**config.mk**
```make
export PLATFORM = sky130hd
export DESIGN_NAME = hex_display_scanner
export DESIGN_NICKNAME = d
export VERILOG_FILES = /design/src/rtl/hex_display_scanner.sv
export SDC_FILE = /design/constraint.sdc
export NUM_CORES = 1
export LEC_CHECK = 0
export ABC_CLOCK_PERIOD_IN_PS = 2120
export BUFFER_PORTS_ARGS = -buffer_cell sky130_fd_sc_hd__buf_2
export CORE_MARGIN = 8
export CORE_UTILIZATION = 45
export CTS_CLUSTER_SIZE = 24
export DETAILED_ROUTE_END_ITERATION = 10
export GPL_ROUTABILITY_DRIVEN = 1
export HOLD_SLACK_MARGIN = 0.08
export PLACE_DENSITY = 0.67
export RECOVER_POWER = 25
export REMOVE_ABC_BUFFERS = 1
export SKIP_CTS_REPAIR_TIMING = 1
export SLEW_MARGIN = 20
export SYNTH_ARGS = -nofsm -noshare
export SYNTH_HDL_FRONTEND = slang
export SYNTH_SLANG_ARGS = --single-unit
```
**constraint.sdc**
```tcl
create_clock -name clk -period 2.12 [get_ports clk]
set_input_delay 0.212 -clock clk [delete_from_list [all_inputs] [get_ports clk]]
set_output_delay 0.212 -clock clk [all_outputs]
set_load 0.1 [all_outputs]
```
**src/rtl/hex_display_scanner.sv**
```systemverilog
// Time-multiplexed common-anode 7-segment driver: scans one hex digit per slot with a
// dark gap between digits, frame-latched display word, leading-zero blanking and blink.
module hex_display_scanner #(
  parameter int NUM_DIGITS   = 4,
  parameter int CLK_DIV      = 50000,
  parameter int SHOW_TICKS   = 4,
  parameter int BLINK_FRAMES = 64
) (
  input  logic                    clk,
  input  logic                    reset,
  input  logic [4*NUM_DIGITS-1:0] value,
  input  logic                    load,
  input  logic [NUM_DIGITS-1:0]   digit_en,
  input  logic                    lz_suppress,
  input  logic [NUM_DIGITS-1:0]   blink_mask,
  output logic [6:0]              seg,
  output logic [NUM_DIGITS-1:0]   an,
  output logic                    frame_start
);

  localparam int VW = 4 * NUM_DIGITS;
  localparam int PW = (CLK_DIV > 1) ? $clog2(CLK_DIV) : 1;
  localparam int TW = (SHOW_TICKS > 1) ? $clog2(SHOW_TICKS) : 1;
  localparam int IW = (NUM_DIGITS > 1) ? $clog2(NUM_DIGITS) : 1;
  localparam int FW = (BLINK_FRAMES > 1) ? $clog2(BLINK_FRAMES) : 1;

  localparam logic [PW-1:0] PRE_LAST   = PW'(CLK_DIV - 1);
  localparam logic [TW-1:0] SHOW_LAST  = TW'(SHOW_TICKS - 1);
  localparam logic [IW-1:0] IDX_LAST   = IW'(NUM_DIGITS - 1);
  localparam logic [FW-1:0] FRAME_LAST = FW'(BLINK_FRAMES - 1);

  typedef enum logic {ST_BLANK, ST_SHOW} state_t;

  state_t            state_q, state_d;
  logic [PW-1:0]     pre_q, pre_d;
  logic [TW-1:0]     tcnt_q, tcnt_d;
  logic [IW-1:0]     idx_q, idx_d;
  logic [FW-1:0]     fcnt_q, fcnt_d;
  logic              phase_q, phase_d;
  logic              first_q, first_d;
  logic [VW-1:0]     pend_q, pend_d;
  logic [VW-1:0]     act_q, act_d;
  logic [6:0]        seg_q, seg_d;
  logic [NUM_DIGITS-1:0] an_q, an_d;
  logic              fs_q, fs_d;

  logic              tick;
  logic [IW-1:0]     nxt_idx;
  logic [NUM_DIGITS-1:0] hi_zero;
  logic [3:0]        nib;
  logic              dark;

  function automatic logic [6:0] hex_to_seg(input logic [3:0] n);
    logic [6:0] s;
    case (n)
      4'h0: s = 7'h40;  4'h1: s = 7'h79;  4'h2: s = 7'h24;  4'h3: s = 7'h30;
      4'h4: s = 7'h19;  4'h5: s = 7'h12;  4'h6: s = 7'h02;  4'h7: s = 7'h78;
      4'h8: s = 7'h00;  4'h9: s = 7'h10;  4'hA: s = 7'h08;  4'hB: s = 7'h03;
      4'hC: s = 7'h46;  4'hD: s = 7'h21;  4'hE: s = 7'h06;  default: s = 7'h0E;
    endcase
    return s;
  endfunction

  // Scan sequencing; the very first BLANK after reset lands on digit 0 without counting a frame.
  always_comb begin
    state_d = state_q;
    tcnt_d  = tcnt_q;
    idx_d   = idx_q;
    fcnt_d  = fcnt_q;
    phase_d = phase_q;
    first_d = first_q;
    act_d   = act_q;
    fs_d    = 1'b0;
    nxt_idx = '0;
    tick    = (pre_q == PRE_LAST);
    pre_d   = tick ? '0 : pre_q + 1'b1;
    pend_d  = load ? value : pend_q;
    if (tick) begin
      case (state_q)
        ST_SHOW: begin
          if (tcnt_q == SHOW_LAST) begin
            state_d = ST_BLANK;
            tcnt_d  = '0;
          end else begin
            tcnt_d = tcnt_q + 1'b1;
          end
        end
        default: begin
          nxt_idx = (first_q || idx_q == IDX_LAST) ? '0 : idx_q + 1'b1;
          state_d = ST_SHOW;
          idx_d   = nxt_idx;
          first_d = 1'b0;
          if (nxt_idx == '0) begin
            fs_d  = 1'b1;
            act_d = pend_q;
            if (!first_q) begin
              if (fcnt_q == FRAME_LAST) begin
                fcnt_d  = '0;
                phase_d = ~phase_q;
              end else begin
                fcnt_d = fcnt_q + 1'b1;
              end
            end
          end
        end
      endcase
    end
  end

  // hi_zero[k]: nibbles k..NUM_DIGITS-1 of the displayed word are all zero.
  always_comb begin
    logic all_zero;
    all_zero = 1'b1;
    hi_zero  = '0;
    for (int k = NUM_DIGITS - 1; k >= 0; k--) begin
      all_zero   = all_zero & (act_q[4*k +: 4] == 4'h0);
      hi_zero[k] = all_zero;
    end
  end

  always_comb begin
    nib  = act_q[idx_q*4 +: 4];
    dark = !digit_en[idx_q]
         || (lz_suppress && (idx_q != '0) && hi_zero[idx_q])
         || (blink_mask[idx_q] && phase_q);
    seg_d = 7'h7F;
    an_d  = '1;
    if (state_q == ST_SHOW && !dark) begin
      seg_d = hex_to_seg(nib);
      an_d  = ~(NUM_DIGITS'(1) << idx_q);
    end
  end

  always_ff @(posedge clk) begin
    if (reset) begin
      state_q <= ST_BLANK;
      pre_q   <= '0;
      tcnt_q  <= '0;
      idx_q   <= '0;
      fcnt_q  <= '0;
      phase_q <= 1'b0;
      first_q <= 1'b1;
      pend_q  <= '0;
      act_q   <= '0;
      seg_q   <= 7'h7F;
      an_q    <= '1;
      fs_q    <= 1'b0;
    end else begin
      state_q <= state_d;
      pre_q   <= pre_d;
      tcnt_q  <= tcnt_d;
      idx_q   <= idx_d;
      fcnt_q  <= fcnt_d;
      phase_q <= phase_d;
      first_q <= first_d;
      pend_q  <= pend_d;
      act_q   <= act_d;
      seg_q   <= seg_d;
      an_q    <= an_d;
      fs_q    <= fs_d;
    end
  end

  assign seg         = seg_q;
  assign an          = an_q;
  assign frame_start = fs_q;

endmodule
```
==> Yosys cells after proc, flatten, opt, wreduce, memory -nomap -nowiden <==
Memories as Yosys holds them, arrays and structs flattened. A register that Yosys moved wholly into a read port is not among the register bits.
Cells that the tools add are included.
{ "word_totals": {"out_inout_bits": 12, "inputBits": 28, "register_bits": 66, "mem_bits_ro": 112, "n_memories": 1} }
{ "classes": {"add_sub_neg": 4, "n_bitwise": 9, "reduce_logical": 23, "n_mux": 12, "magnitude_cmp": 1, "eq_ne": 4, "n_shift": 2} }
{ "mem_list": {"columns": ["name", "words", "width", "rd", "rd_ports_with_merged_regs", "wr", "line", "rtl"], "rows": [
  ["(name not given)", 16, 7, 1, 1, 0, "55", "case (n)"]
]} }
{ "ops": {"columns": ["cell", "n"], "rows": [
  ["$add A16 B1 Y16 const B", 1],
  ["$eq A16 B16 Y1 const B", 1],
  ["$logic_not A4 Y1", 4],
  ["$shiftx A16 B5 Y4", 1],
  ["$add A6 B1 Y6 const B", 1],
  ["$bmux W1 S2", 3],
  ["$eq A6 B6 Y1 const B", 1],
  ["$mux W1", 6],
  ["$mux W6", 1],
  ["$not A1 Y1", 5],
  ["$reduce_and A5 Y1", 1],
  ["$add A2 B1 Y2 const B", 2],
  ["$eq A2 B2 Y1 const B", 2],
  ["$logic_and A1 B1 Y1", 4],
  ["$mux W2", 2],
  ["$not A4 Y4", 1],
  ["$reduce_and A2 Y1", 2],
  ["$reduce_and A4 Y1", 1],
  ["$reduce_or A2 Y1", 2],
  ["$shl A1 B2 Y4 const A", 1],
  ["$and A1 B1 Y1", 3],
  ["$logic_or A1 B1 Y1", 3],
  ["$lt A2 B3 Y1 const B", 1],
  ["$reduce_and A3 Y1", 1],
  ["4 further kinds", 5]
]} }

==> Logic depth before layout (Yosys ltp) <==
Gate-level depths: netlist of run 1.
{ "depth": {"word_depth": 13, "depth_mapped": 10, "ltp_nobuf": 7} }

==> Worst setup path before layout of run 1 <==
No wires, ideal clock.
{ "synth_timing": {"path_kind": "reg2reg", "startpoint": "reg idx_q[0]", "endpoint": "reg fcnt_q[3]", "setup_time_ns": 0.117, "required_ns": 2.003, "n_path_buf": 2, "arrival_time_ns": 2.113, "path_stages_with_launch": 10, "period_less_slack_ns": 2.230, "path_slack_ns": -0.110, "path_cell_list": "dfxtp_1 buf_2 buf_4 inv_1 ha_1 nand2b_1 a21o_1 nor3b_4 nand2_1 a32o_1"} }
{ "synth_between": {"elab_chain_cells": 5, "word_cells_on_any_way": 6, "classes_between": "1 x add/sub; 1 x eq/ne; 1 x mux; 3 x reduce/logical"} }
{ "synth_lines": {"columns": ["item", "line", "rtl"], "rows": [
  ["start, declared", "37", "logic [IW-1:0] idx_q, idx_d;"],
  ["start signal, assigned", "152", "idx_q <= idx_d;"],
  ["branches (longest 2 deep; another with $add A2 B1 Y2)", null, null],
  ["$mux W2 (*)", "89", "nxt_idx = (first_q || idx_q == IDX_LAST) ? '0 : idx_q + 1'b1;"],
  ["$logic_not A2 Y1 (*)", "93", "if (nxt_idx == '0) begin"],
  ["$reduce_and A4 Y1 (no line) (*)", null, null],
  ["end signal, assigned", "153", "fcnt_q <= fcnt_d;"],
  ["end, declared", "38", "logic [FW-1:0] fcnt_q, fcnt_d;"]
]} }
Mark *: on every way between the ends.
A chain may end at the register's enable or synchronous reset.

==> Worst setup path in the final report of run 1 <==
{ "layout_timing": {"startpoint": "reg idx_q[0]", "endpoint": "reg seg_q[3], in the netlist seg[3]"} }
{ "layout_between": {"elab_chain_cells": 9, "word_cells_on_any_way": 18, "classes_between": "1 x shift; 6 x mux; 1 x bitwise; 10 x reduce/logical"} }
{ "layout_lines": {"columns": ["item", "line", "rtl"], "rows": [
  ["$bmux W1 S2, or another cell as far along", "123", "dark = !digit_en[idx_q]"],
  ["$mux W1 (implied by the code), or another cell as far along", "123", null],
  ["$logic_not A1 Y1 or $logic_and A1 B1 Y1 (tied branches)", "123, 124", null],
  ["$logic_or A1 B1 Y1", "124", "|| (lz_suppress && (idx_q != '0) && hi_zero[idx_q])"],
  ["$logic_or A1 B1 Y1", "125", "|| (blink_mask[idx_q] && phase_q);"],
  ["$logic_not A1 Y1", "128", "if (state_q == ST_SHOW && !dark) begin"],
  ["$logic_and A1 B1 Y1", "128", null],
  ["$not A1 Y1 (no line)", null, null],
  ["$reduce_or A2 Y1 (no line)", null, null],
  ["end, declared", "43", "logic [6:0] seg_q, seg_d;"]
]} }
Several ways; a longest one is shown, not always the timed one. The select of a mux whose other input is x is not followed.

==> run_results.csv, run 1 <==
group,metric,value,unit
outcome,outcome,"finished, final reports clean",
global_route,grt_busiest_layer,"met2",
pwr,leakage,1.59,nW
detailed_routing,detail-route-antenna-nets,0,
finish,fillerInstances,680,
worst_setup_path,critPathCaptureType,"flip-flop",
global_route,antenna_found_initial,0,
pwr,totalPowerFinal,0.00260,W
sta,worst_slew_pin_slew,1.17,ns
placement,place_congestion,0.808,
worst_setup_path,crit_path_max_incr_delay,0.56,ns
worst_setup_path,crit_fanout,6,
finish,area_growth_syn_to_layout,15.1,%
synthesis,syn_inst,350,
global_route,grt_use_met3,3.20,%
placement,pre_cts_ws,-0.0688,ns
placement,numPortBuffers,39,
finish,multiInputGateArea,1750,um^2
sta,slew_headroom,22.7,%
finish,final_nets,433,
die,die-area,10400,um^2
global_route,grt_pass1_vias,2448,
detailed_routing,dr_total_vias,2530,
finish,seqCellArea,1470,um^2
detailed_routing,wire_per_inst,13.5,um
clock_tree,cts_made_buffers,9,
die,num_rows,31,
synthesis,yosysTopAreaCell,"dfxtp_1",
detailed_routing,viasPerCell,5.10,
synthesis,yosysSeqAreaShare,43.9,%
die,core,7210,um^2
die,ios,40,
finish,n_antenna_cell,0,
worst_setup_path,cp.arrival,2.29,ns
global_route,met1_usage,17.4,%
die,start_util,46.2,%
detailed_routing,drt-initial-drc-count,147,
worst_setup_path,worstPathRequired,2.41,ns
global_route,grt_overflow,0,
die,die_x,102,um
clock_tree,ctsRootBufferMaster,"clkbuf_8",
placement,hpwlAfterDp,4860,um
worst_setup_path,cp_slowest_cell,"mux4_2",
detailed_routing,drt-pass1-iter-count,4,
synthesis,synth-seq-cells,73,
clock_tree,cts_tree,"yes",
synthesis,synth_edf_count,0,
global_route,use_met2,21.1,%
worst_setup_path,crit_buf_inv,1,
pwr,power_density,679,nW/um^2
worst_setup_path,cpMostUsedCell,"mux4_2",
clock_tree,cts_max_path_buffers,2,
sta,min_period,2.00,ns
synthesis,ys_types,46,
synthesis,synth_common_cells,"dfxtp_1, nor2_1, mux2i_1",
worst_setup_path,crit_path_cell_trace,"mux4_2 -> inv_1 -> ha_1 -> mux4_2 -> nand2_1",
pwr,irDropWorstVdd,0.396,mV
clock_tree,clk-insertion-delay-late,0.35,ns
synthesis,yosysMostFrequentCell,"dfxtp_1",
worst_setup_path,cp-start-kind,"flip-flop",
sta,fin_worst_skew,0.00834,ns
synthesis,synth.top_cell.area_share,43.9,%
synthesis,yosys_warnings,0,
worst_setup_path,critPathTopFamily,"multiplexers",
synthesis,syn_avg_cell_area,9.52,um^2
synthesis,synth_area_leaders,"dfxtp_1, mux2i_1, nor2_1",
sta,finalCritPeriodShare,94.3,%
die,die_y,102,um
sta,setup_viol,0,
clock_tree,htreeDepth,3,
worst_setup_path,crit_type,"reg2reg",
detailed_routing,drc,0,
sta,hold_viol,0,
finish,final_core_util,53.2,%
finish,drive_gt1_share,19.6,%
sta,fmax,500,MHz
hold_path,hp-class,"in2reg",
sta,fin_ws,0.120,ns
detailed_routing,routed_wl,6690,um
job,drv_cap,0,
synthesis,synth_area,3330,um^2
synthesis,async_reset_ff_share,0,%
global_route,grt_start_max_net_pins,47,
global_route,grtUsageTotal,13.6,%
sta,fin_tns_setup,0,ns
clock_tree,cts.sinks,73,
synthesis,synth_ff_type,"dfxtp_1",
global_route,grt_pass1_wl,11400,um
sta,final-max-slew-violation-count,0,
clock_tree,clk_pin_slew,0.08,ns
[metal layers]
layer	wire length, um	part of all wire (%)
met1	3270	49
met2	2940	44
met3	372	5.6
met4	104	1.6
met5	0	0
[layout by cell type, fill, tap and decap left out, types with 8 or more instances in the layout]
cell / n
a21oi_1: 9
clkbuf_8: 9
inv_1: 11
xor2_1: 8
mux2i_1: 38
dfxtp_1: 72
buf_4: 8
ha_1: 13
nand2_1: 24
buf_2: 35
nor4_1: 9
nor2_1: 61
nand3_1: 15
xnor2_1: 10
[power by group]
part	switching, W	internal [W]
Combinational	0.0000467	0.0000446
Clock	0.000555	0.000553
Sequential	0.0000134	0.00139
Total	0.000615	0.00199
[metrics by stage]
stage          hold WS (ns)  instance area [um^2]  instances
6_report             0.0901                  3830        496
5_1_grt               0.101                  3830        496
4_1_cts              0.0824                  3830        496
3_5_place_dp          0.435                  3630        480
3_3_place_gp          0.423                  3630        480
2_1_floorplan         0.281                  3250        334
[registers in the layout, indices dropped and copies added, names as in the netlist]
name         count
act_q           16
an               4
fcnt_q           6
first_q          1
frame_start      1
idx_q            2
pend_q          16
phase_q          1
pre_q           16
seg              7
state_q          1
tcnt_q           2
[worst reg2reg max path: stages, from the launching register on]
cell,delay (ns)
dfxtp_4,0.39
mux4_2,0.56
inv_1,0.18
ha_1,0.28
mux4_2,0.46
nand2_1,0.07
[path summary, 6_finish.rpt]
| kind | start | endpoint | slack, ns | cells after the start |
|---|---|---|---|---|
| hold reg to reg | pre_q[0] | pre_q[0] | 0.45 | 1 |
| setup reg to reg | idx_q[0] | seg[3] | 0.12 | 5 |
| setup / recovery | idx_q[0] | seg[3] | 0.12 | 5 |
| hold / removal | value[8] | pend_q[8] | 0.09 | 3 |
[kinds of logic (layout without fill, tap and decap cells)]
family / after synthesis / after routing / share of synthesized area, %
AO/OA/AOI/OAI: 33 / 33 / 6.69
AND/OR/NAND/NOR: 139 / 139 / 20.3
adder cells (fa/ha/maj): 13 / 13 / 4.88
flip-flops: 73 / 73 / 43.9
XOR/XNOR: 18 / 18 / 4.73
buffers and inverters: 27 / 74 / 3.68
multiplexers: 47 / 47 / 15.8
[layout make-up]
type	instances	share of cell area, %
tap	99	3.23
timing repair buffer	47	6.53
sequential	73	38.2
clock buffer	9	3.23
multi-input combinational	250	45.6
clock inverter	7	2.09
inverter	11	1.08
Power figures use the tool's default switching activity.
==> run 2: changes to the inputs <==
--- a/config.mk
+++ b/config.mk
@@ -7,13 +7,12 @@
 export LEC_CHECK = 0
 export ABC_CLOCK_PERIOD_IN_PS = 2120
 export BUFFER_PORTS_ARGS = -buffer_cell sky130_fd_sc_hd__buf_2
-export CORE_MARGIN = 8
-export CORE_UTILIZATION = 45
+export CORE_MARGIN = 2
+export CORE_UTILIZATION = 38
 export CTS_CLUSTER_SIZE = 24
 export DETAILED_ROUTE_END_ITERATION = 10
 export GPL_ROUTABILITY_DRIVEN = 1
 export HOLD_SLACK_MARGIN = 0.08
-export PLACE_DENSITY = 0.67
 export RECOVER_POWER = 25
 export REMOVE_ABC_BUFFERS = 1
 export SKIP_CTS_REPAIR_TIMING = 1
==> run 2 against run 1 <==
  * Power decreased by 1.9%
  * Cell area increased by 0.23%
  * Core utilization decreased by 8.4 points
  * Highest routed layer unchanged
==> run_results.csv, run 2 (synthesis results as in run 1) <==
group,metric,value,unit
outcome,outcome,"finished, final reports clean",
pwr,p_int,0.00190,W
detailed_routing,detail-route-antenna-nets,0,
pwr,irDropWorstVdd,0.322,mV
worst_setup_path,cpMostUsedCell,"mux4_2",
hold_path,hp-class,"in2reg",
finish,top_regs,"act_q x16, pend_q x16, pre_q x16",
finish,mostFrequentLayoutCells,"dfxtp_1, nor2_1, mux2i_1, buf_2, nand2_1",
finish,multiInputGateArea,1760,um^2
finish,layout_commonest_cell,"dfxtp_1",
clock_tree,clk_pin_slew,0.10,ns
sta,fin_worst_skew,0.0154,ns
clock_tree,cts.sinks,73,
worst_setup_path,crit_buf_inv,1,
global_route,grt_pass1_vias,2401,
finish,n_antenna_cell,0,
worst_setup_path,crit_fanout,6,
detailed_routing,drc,0,
placement,place_congestion,0.857,
detailed_routing,dr_total_vias,2523,
detailed_routing,drt-pass1-iter-count,4,
sta,setup_viol,0,
pwr,power_frac_comb,3.6,%
pwr,leakage,1.59,nW
finish,drive_gt1_share,19.6,%
worst_setup_path,critPathTopFamily,"multiplexers",
die,die-area,9530,um^2
detailed_routing,topRoutingLayerUsed,"met4",
placement,dpl_cell_area,3650,um^2
pwr,switching_share,25.8,%
job,drv_cap,0,
worst_setup_path,cp-start-kind,"flip-flop",
detailed_routing,wl_met2,2710,um
die,die_y,97.6,um
pwr,totalPowerFinal,0.00255,W
clock_tree,cts_max_path_buffers,2,
detailed_routing,m1WireLength,3380,um
die,core,8590,um^2
finish,final_nets,434,
global_route,grt_overflow,0,
global_route,antenna_found_initial,0,
global_route,grt_start_max_net_pins,48,
clock_tree,cts_tree,"yes",
sta,fmax,503,MHz
worst_setup_path,crit_path_cell_trace,"mux4_2 -> inv_1 -> ha_1 -> mux4_2 -> nand2_1",
finish,fillerInstances,864,
global_route,grtUsageTotal,14.1,%
sta,timing.hold.ws,0.0859,ns
detailed_routing,drt-initial-drc-count,104,
worst_setup_path,crit_path_max_incr_delay,0.55,ns
clock_tree,clk-insertion-delay-late,0.36,ns
finish,area_growth_syn_to_layout,15.4,%
pwr,clkPwrFrac,41.4,%
worst_setup_path,critPathCaptureType,"flip-flop",
placement,numPortBuffers,39,
finish,final_cell_area,3840,um^2
clock_tree,htreeDepth,3,
sta,final-max-slew-violation-count,0,
worst_setup_path,crit_type,"reg2reg",
detailed_routing,viasPerCell,4.99,
worst_setup_path,worstPathRequired,2.41,ns
sta,fin_tns_setup,0,ns
sta,rsz0062_at_grt,"no",
clock_tree,ctsRootBufferMaster,"clkbuf_8",
sta,worst_slew_pin_slew,1.17,ns
sta,finalCritPeriodShare,93.8,%
die,start_util,38.8,%
placement,hpwlAfterDp,4640,um
die,num_rows,34,
detailed_routing,wire_per_inst,12.7,um
die,ios,40,
detailed_routing,routed_wl,6450,um
die,die_x,97.6,um
global_route,grt_pass1_wl,11200,um
sta,hold_viol,0,
sta,slew_headroom,21.7,%
clock_tree,cts_made_buffers,9,
pwr,seqPwrFrac,55.0,%
pwr,p_switching,0.000658,W
worst_setup_path,cp_slowest_cell,"mux4_2",
pwr,power_density,665,nW/um^2
worst_setup_path,cp.arrival,2.28,ns
sta,min_period,1.99,ns
detailed_routing,wl_met3,269,um
finish,seqCellArea,1470,um^2
-- run 2: changes by cell type in the layout (fill, tap and decap cells not counted), moves of 2 or more --
cell	previous run	this run
inv_8	0	2
clkinv_4	3	1
clkinvlp_4	2	0
inv_6	1	4
-- run 2: final cells by class --
type | count | share of cell area, %
flip-flops and latches | 73 | 38.1
clock inverters | 7 | 1.73
inverters | 11 | 1.07
repair buffers | 48 | 6.67
well taps | 108 | 3.52
clock buffers | 9 | 3.22
multi-input cells | 250 | 45.7
-- run 2: worst paths after layout --
check	startpoint	to	slack [ns]	cells after the start
max reg2reg	idx_q[0]	seg[3]	0.13	5
max	idx_q[0]	seg[3]	0.13	5
min reg2reg	pre_q[0]	pre_q[0]	0.45	1
min	value[1]	pend_q[1]	0.09	3
-- run 2: worst reg2reg max path, stage by stage, from the launching register on --
cell and delay (ns):
dfxtp_4 0.39, mux4_2 0.55, inv_1 0.18, ha_1 0.27, mux4_2 0.46, nand2_1 0.08
-- run 2: per-stage QoR --
| stage | util [%] | cells | worst slack (ns) |
|---|---|---|---|
| 4_1_cts | 44.7 | 506 | -0.0487 |
| 5_1_grt | 44.7 | 506 | 0.0350 |
| 3_3_place_gp | 42.4 | 490 | 0.0621 |
| 2_1_floorplan | - | 334 | -0.247 |
| 3_5_place_dp | 42.4 | 490 | -0.0393 |
| 6_report | 44.7 | 506 | 0.131 |
-- run 2: power groups by stage --
| stage | sequential, W | clock (W) | combinational (W) |
|---|---|---|---|
| finish | 0.00140 | 0.00106 | 0.0000915 |
| global route | 0.00141 | 0.00114 | 0.000106 |
| CTS | 0.00141 | 0.00109 | 0.0000928 |
| detailed placement | 0.00144 | 0 | 0.0000931 |
| global placement | 0.00144 | 0 | 0.0000909 |
| floorplan | 0.00143 | 0 | 0.0000397 |
-- run 2: per-layer routing --
layer	GRT usage (%)	vias up
met5	0	-
met4	6.09	0
met3	2.59	8
met2	20.5	42
met1	20.5	1163
li1	-	1310
==> run 3: changes to the inputs <==
--- a/config.mk
+++ b/config.mk
@@ -13,7 +13,6 @@
 export DETAILED_ROUTE_END_ITERATION = 10
 export GPL_ROUTABILITY_DRIVEN = 1
 export HOLD_SLACK_MARGIN = 0.08
-export RECOVER_POWER = 25
 export REMOVE_ABC_BUFFERS = 1
 export SKIP_CTS_REPAIR_TIMING = 1
 export SLEW_MARGIN = 20
==> run 3 against run 2 <==
  * Setup slack about the same
  * Clock-buffer cell count did not move
  * Wire length barely moved
  * Clock power barely moved
  * Cell count did not move
  * Global-route usage unchanged
  * Via count is the same
  * Critical path depth unchanged
  * Highest routed layer unchanged
==> run_results.csv, run 3 (synthesis results as in run 1) <==
group,metric,value,unit
sta,setup_viol,0,
worst_setup_path,worstRegToRegCells,5,
finish,final_nets,434,
detailed_routing,drt-pass1-iter-count,4,
placement,numPortBuffers,39,
pwr,irDropWorstVdd,0.322,mV
sta,fin_worst_skew,0.0154,ns
hold_path,hp-class,"in2reg",
worst_setup_path,critPathCaptureType,"flip-flop",
worst_setup_path,r2r_start,"idx_q[0]",
die,num_rows,34,
sta,finalCritPeriodShare,93.8,%
detailed_routing,wire_per_inst,12.7,um
worst_setup_path,crit_type,"reg2reg",
placement,pre_cts_ws,-0.0393,ns
clock_tree,htreeDepth,3,
sta,timing.hold.ws,0.0852,ns
pwr,power_density,663,nW/um^2
finish,mostFrequentLayoutCells,"dfxtp_1, nor2_1, buf_2, mux2i_1, nand2_1",
detailed_routing,dr_total_vias,2523,
detailed_routing,detail-route-antenna-nets,0,
clock_tree,cts_made_buffers,9,
finish,area_growth_syn_to_layout,15.6,%
global_route,antenna_found_initial,0,
global_route,grtUsageTotal,14.1,%
sta,final-max-slew-violation-count,0,
worst_setup_path,worstPathRequired,2.41,ns
detailed_routing,routed_wl,6450,um
placement,place_congestion,0.857,
detailed_routing,viasPerCell,4.99,
pwr,totalPowerFinal,0.00255,W
hold_path,holdPathEnd,"pend_q[1]",
finish,layout_commonest_cell,"dfxtp_1",
pwr,leakage,1.60,nW
clock_tree,clk-insertion-delay-late,0.36,ns
finish,top_regs,"act_q x16, pend_q x16, pre_q x16",
global_route,grt_start_max_net_pins,48,
clock_tree,cts_max_path_buffers,2,
hold_path,worstHoldStart,"value[1]",
die,die_x,97.6,um
worst_setup_path,r2r_end,"seg[3]",
sta,min_period,1.99,ns
die,start_util,38.8,%
worst_setup_path,cp.arrival,2.28,ns
finish,fin_cells,506,
finish,fillerInstances,862,
detailed_routing,drt-initial-drc-count,104,
placement,dpl_cell_area,3650,um^2
die,core,8590,um^2
clock_tree,cts_tree,"yes",
finish,final_cell_area,3850,um^2
hold_path,holdPathStages,3,
die,die-area,9530,um^2
finish,seqCellArea,1470,um^2
finish,drive_gt1_share,20.9,%
detailed_routing,drc,0,
clock_tree,clk_pin_slew,0.10,ns
global_route,grt_pass1_wl,11200,um
die,ios,40,
worst_setup_path,cp-start-kind,"flip-flop",
worst_setup_path,crit_fanout,6,
sta,fin_ws,0.131,ns
clock_tree,ctsRootBufferMaster,"clkbuf_8",
finish,n_antenna_cell,0,
global_route,grt_overflow,0,
sta,worst_slew_pin_slew,0.492,ns
die,die_y,97.6,um
clock_tree,cts.sinks,73,
sta,slew_headroom,67.2,%
sta,rsz0062_at_grt,"no",
outcome,outcome,"finished, final reports clean",
sta,fmax,503,MHz
sta,hold_viol,0,
placement,dpl.cell_count,490,
placement,hpwlAfterDp,4640,um
job,drv_cap,0,
finish,multiInputGateArea,1760,um^2
global_route,grt_pass1_vias,2401,
worst_setup_path,worst-r2r-setup-slack,0.13,ns
## run 3: cell count changes in the layout (fill, tap and decap cells not counted), sizes merged
cell and delta:
buf +5, clkbuf -5
## run 3: how the worst max path moves through the flow
stage,endpoint,depth (start not counted),start
after floorplan,fcnt_q[3],7,idx_q[0]
after global placement,seg[4],6,idx_q[0]
after detailed placement,seg[4],6,idx_q[0]
after CTS,seg[4],6,idx_q[0]
after global routing,fcnt_q[3],7,idx_q[0]
final,seg[3],5,idx_q[0]
## run 3: layout make-up
cell class                 count  area share [%]
inverter                      11            1.07
clock buffer                   9            3.22
multi-input combinational    250            45.6
tap                          108            3.51
clock inverter                 7            1.72
sequential                    73            38.1
timing repair buffer          48            6.82
## run 3: layer usage
layer | routed length (um) | up-vias | part of all wire, % | track usage [%]
met1 | 3380 | 1163 | 52 | 20.5
met5 | 0 | - | 0 | 0
met2 | 2710 | 42 | 42 | 20.5
met4 | 86 | 0 | 1.3 | 6.09
met3 | 267 | 8 | 4.1 | 2.59
li1 | - | 1310 | - | -
## run 3: where the power goes
group / internal [W] / leakage, nW / switching, W / total [W]
clock network: 0.000460 / 0.0991 / 0.000598 / 0.00106
registers: 0.00139 / 0.593 / 0.0000132 / 0.00140
logic: 0.0000442 / 0.912 / 0.0000468 / 0.0000910
## run 3: critical path: stages (launching register included)
cell     delay, ns
dfxtp_4       0.39
mux4_2        0.55
inv_1         0.18
ha_1          0.27
mux4_2        0.46
nand2_1       0.08
## run 3: through the flow
stage                     TNS (ns)  util [%]
after floorplan              -2.20         -
after global placement           0      42.4
after detailed placement    -0.116      42.4
after CTS                   -0.167      44.7
after global routing             0      44.8
final                            0      44.8
